--- src/rtl/des_key_schedule.sv ---
// Iterative DES key schedule: one 48-bit round subkey per valid/ready transfer,
// K1..K16 for encryption or K16..K1 for decryption.
module des_key_schedule (
    input  logic        clk,
    input  logic        rst,
    input  logic        start,
    input  logic [63:0] key_in,
    input  logic        decrypt,
    output logic        busy,
    output logic [47:0] subkey,
    output logic        subkey_valid,
    input  logic        subkey_ready,
    output logic [3:0]  round_idx,
    output logic        done
);

    typedef enum logic [1:0] {StIdle, StRun, StDone} state_e;

    // Tables use DES 1-based bit numbering (DES bit 1 is the MSB).
    localparam int unsigned Pc1Tab [56] = '{
        57, 49, 41, 33, 25, 17,  9,
         1, 58, 50, 42, 34, 26, 18,
        10,  2, 59, 51, 43, 35, 27,
        19, 11,  3, 60, 52, 44, 36,
        63, 55, 47, 39, 31, 23, 15,
         7, 62, 54, 46, 38, 30, 22,
        14,  6, 61, 53, 45, 37, 29,
        21, 13,  5, 28, 20, 12,  4
    };

    localparam int unsigned Pc2Tab [48] = '{
        14, 17, 11, 24,  1,  5,
         3, 28, 15,  6, 21, 10,
        23, 19, 12,  4, 26,  8,
        16,  7, 27, 20, 13,  2,
        41, 52, 31, 37, 47, 55,
        30, 40, 51, 45, 33, 48,
        44, 49, 39, 56, 34, 53,
        46, 42, 50, 36, 29, 32
    };

    // Bit i set where the per-round rotation amount is 2 instead of 1.
    localparam logic [15:0] ShiftTwo = 16'b0111_1110_1111_1100;

    state_e      state_q;
    logic [27:0] c_q, d_q;
    logic [3:0]  rnd_q;
    logic        mode_q;

    logic [55:0] cd0;
    logic [47:0] pc2_out;
    logic        enc_two, dec_two;
    logic        unused_parity;

    function automatic logic [27:0] rotl(input logic [27:0] x, input logic two);
        return two ? {x[25:0], x[27:26]} : {x[26:0], x[27]};
    endfunction

    function automatic logic [27:0] rotr(input logic [27:0] x, input logic two);
        return two ? {x[1:0], x[27:2]} : {x[0], x[27:1]};
    endfunction

    assign unused_parity = ^{key_in[56], key_in[48], key_in[40], key_in[32],
                             key_in[24], key_in[16], key_in[8], key_in[0]};

    always_comb begin
        cd0 = '0;
        for (int i = 0; i < 56; i++) begin
            cd0[55-i] = key_in[64-Pc1Tab[i]];
        end
    end

    always_comb begin
        pc2_out = '0;
        for (int i = 0; i < 48; i++) begin
            pc2_out[47-i] = ({c_q, d_q} >> (56 - Pc2Tab[i])) & 56'd1 ? 1'b1 : 1'b0;
        end
    end

    assign enc_two = ShiftTwo[rnd_q + 4'd1];
    assign dec_two = ShiftTwo[4'd15 - rnd_q];

    always_ff @(posedge clk or posedge rst) begin
        if (rst) begin
            state_q <= StIdle;
            c_q     <= '0;
            d_q     <= '0;
            rnd_q   <= '0;
            mode_q  <= 1'b0;
        end else begin
            case (state_q)
                StIdle: begin
                    if (start) begin
                        // Decrypt starts at C16/D16, which equals C0/D0 after 28 total shifts.
                        c_q     <= decrypt ? cd0[55:28] : rotl(cd0[55:28], 1'b0);
                        d_q     <= decrypt ? cd0[27:0]  : rotl(cd0[27:0], 1'b0);
                        rnd_q   <= '0;
                        mode_q  <= decrypt;
                        state_q <= StRun;
                    end
                end
                StRun: begin
                    if (subkey_ready) begin
                        if (rnd_q == 4'd15) begin
                            state_q <= StDone;
                        end else begin
                            rnd_q <= rnd_q + 4'd1;
                            if (mode_q) begin
                                c_q <= rotr(c_q, dec_two);
                                d_q <= rotr(d_q, dec_two);
                            end else begin
                                c_q <= rotl(c_q, enc_two);
                                d_q <= rotl(d_q, enc_two);
                            end
                        end
                    end
                end
                StDone: begin
                    rnd_q   <= '0;
                    state_q <= StIdle;
                end
                default: state_q <= StIdle;
            endcase
        end
    end

    assign busy         = (state_q != StIdle);
    assign subkey_valid = (state_q == StRun);
    assign done         = (state_q == StDone);
    assign round_idx    = rnd_q;
    assign subkey       = subkey_valid ? pc2_out : 48'd0;

endmodule

--- config.mk ---
export PLATFORM = sky130hd
export DESIGN_NAME = des_key_schedule
export DESIGN_NICKNAME = d
export VERILOG_FILES = /design/src/rtl/des_key_schedule.sv
export SDC_FILE = /design/constraint.sdc
export NUM_CORES = 1
export LEC_CHECK = 0
export CAP_MARGIN = 20
export CORE_MARGIN = 4
export CORE_UTILIZATION = 46
export DETAILED_ROUTE_END_ITERATION = 12
export PLACE_DENSITY = 0.78
export SLEW_MARGIN = 40
export SYNTH_ARGS = -nofsm -noshare
export SYNTH_HDL_FRONTEND = slang
export SYNTH_SLANG_ARGS = --single-unit
--- constraint.sdc ---
create_clock -name clk -period 2.2 [get_ports clk]
set_input_delay 0.44 -clock clk [delete_from_list [all_inputs] [get_ports clk]]
set_output_delay 0.44 -clock clk [all_outputs]
set_load 0.1 [all_outputs]
==> results.toml <==
[sta]
finalHoldViolCount = 0
clock_skew_ps = 10.92
postLayoutSetupSlackWorst_ps = -33.56
drv_slew = 0
clock.fmax_mhz = 447.7
worst_pin_slew_ps = 533.8
rsz0062_at_grt = "yes"
setup_violations = 18
period_needed_ps = 2234
period_share = 1.015
relSlewSlack = 0.6441

[floorplan]
die_y_um = 113.8
initial_core_util = 0.4732
rows = 38
coreArea_sq_um = 10890
pin_count = 124
die-area_sq_um = 12960
die_w_um = 113.8

[setup_path]
path_cells = "ha_4 > and3_4 > a2111oi_4 > buf_4 > o21ai_2 > buf_4 > nor3b_1 > nand2_1 > o211ai_1"
critPathCaptureType = "flip-flop"
path_class = "flip-flop to flip-flop"
slowest_delay_ps = 450
r2r_slack_ps = -30
critical_path_depth = 9
worst-endpoint-required_ps = 2480
crit_path_start_kind = "flip-flop"
cp.buffers_inverters = 2
cpMostUsedCell = "buf_4"
cp_max_fo = 8
worst_r2r_endpoint = "d_q[2]$_DFFE_PP0P_"
reg2reg_from = "round_idx[1]$_DFFE_PP0P_"
slowest_stage = "dfrtp_2"
arrival_ps = 2510
reg2reg_depth = 9
critPathTopFamily = "compound AO/OA/AOI/OAI gates"

[cts]
clock_path_buffers = 2
clk_latency_ps = 360
numCtsBuffers = 9
htree_levels = 3
cts_tree = "done"
clkTransAtPathRegs_ps = 80
cts_sinks = 63
hold_buffers = 0
cts-root-buf = "clkbuf_8"

[synth]
ys_warn_count = 0
synth_nets = 652
synthCells = 578
synth_ff_type = "dfrtp_1"
syn_area_sq_um = 5152
synth-edff-count = 0
synth-seq-cells = 63
avgSynthCellArea_sq_um = 8.914
yosys.area.top_type_share = 0.3060
ys_types = 42
ys_top_cells_by_area = "dfrtp_1 31%, mux2i_1 22%, a221oi_1 8.8%"
yosysSeqAreaShare = 0.3060
synth-async-reset-ratio = 1.000
synth_top_area_cell = "dfrtp_1"

[final_layout]
syn2layout_area_growth_pct = 61.36
drive_above_1_share = 0.3494
nets = 773
fillers = 648
fin_cells = 844
layout_common_cells = "111 x mux2i_1, 63 x buf_12, 59 x clkdlybuf4s50_1, 58 x nor2_1, 57 x dfrtp_1"
antenna_cells = 0
layout_commonest_cell = "mux2i_1"

[routing]
route.detailed.drc = 0
routed_wl_mm = 18.38
antenna_left = 0
dr.pass1.iters = 5
wire_per_inst_um = 21.77
vias = 5490
initialDrtViolationCount = 547
routed_via_density = 6.505

[status]
status = "finished with violations"
violations = "setup timing"

[worst_hold_path]
hold_class = "input port to async pin"

[placement]
io_buffer_count = 115
place_ws_ps = -178.8
hpwl_mm = 11.10
dp_cells = 813
place_congestion = 0.8476

[global_route]
track_usage = 0.2513
grt-ovfl-total = 0
antenna_found_initial = 0
grt_max_degree = 44
grt_first_pass_wirelength_mm = 26.89
grt_pass1_vias = 5269

[run]
drv_cap = 0
final cells by class:
cell class	instances	area (sq um)	area share
multi-input combinational	454	3951	0.4752
timing repair buffer	165	2332	0.2805
tap	140	175.2	0.02107
clock buffer	11	141.4	0.01701
inverter	6	25.02	0.003010
clock inverter	5	105.1	0.01264
sequential	63	1584	0.1905
worst max-delay path by stage:
stage,to,startpoint
final,d_q[2]$_DFFE_PP0P_,round_idx[1]$_DFFE_PP0P_
after global routing,d_q[26]$_DFFE_PP0P_,round_idx[0]$_DFFE_PP0P_
after CTS,c_q[27]$_DFFE_PP0P_,round_idx[1]$_DFFE_PP0P_
after detailed placement,c_q[8]$_DFFE_PP0P_,start
after global placement,c_q[7]$_DFFE_PP0P_,start
after floorplan,d_q[2]$_DFFE_PP0P_,round_idx[1]$_DFFE_PP0P_
registers in the layout (all words and copies together), names as in the netlist:
signal	count
c_q	28
d_q	28
round_idx	4
state_q	2
mode_q	1
worst reg2reg max path, delay by kind of cell, from the launching register on:
| kind | cells | cell delay [ps] |
|---|---|---|
| AO/OA/AOI/OAI | 3 | 590 |
| adder cells (fa/ha/maj) | 1 | 210 |
| buffers and inverters | 2 | 350 |
| flip-flops | 1 | 450 |
| AND/OR/NAND/NOR | 3 | 560 |
synthesized netlist by cell type (4+ instances only):
cell	n
o21ai_0	23
buf_2	13
nor3b_1	4
dfrtp_1	63
clkbuf_1	33
inv_1	5
o21ai_1	38
a21oi_1	7
ha_1	5
nand2_1	14
o211ai_1	5
buf_4	5
nor2_1	59
a221oi_1	52
nand3_1	6
mux2i_1	111
and2_1	50
a211oi_1	52
metal layers:
layer	track usage	up-vias	part of all wire
met5	0	-	0
met4	0.09501	0	0.025
met3	0.03714	49	0.083
met2	0.4071	298	0.49
met1	0.3408	2689	0.40
li1	-	2454	-
per-stage QoR:
| stage | TNS (ps) | util | hold WS, ps | area, sq um |
|---|---|---|---|---|
| after floorplan | -8635 | - | 549.2 | 5629 |
| after global placement | -1706 | 0.6916 | 552.7 | 7530 |
| after detailed placement | -4748 | 0.6916 | 561.5 | 7530 |
| after CTS | 0 | 0.7268 | 390.3 | 7914 |
| after global routing | -4771 | 0.7636 | 417.3 | 8314 |
| final | -172.4 | 0.7636 | 382.9 | 8314 |
cell families after synthesis:
group,after synthesis,synth area share
AOI/OAI and AO/OA,188,0.2591
and+or+nand+nor,146,0.1435
muxes,113,0.2200
DFF,63,0.3060
buffers and inverters,61,0.05585
adders and majority gates,5,0.01214
xor gates and xnor gates,2,0.003400
timing repair:
action,in CTS,in global routing
pin swaps,4,19
resized for setup,13,49
endpoints found under the setup margin,81,95
cloned,2,6
setup buffers,5,5
Power is not shown: default switching activity piles up to over one toggle a cycle in this logic, so the estimate is an artifact.
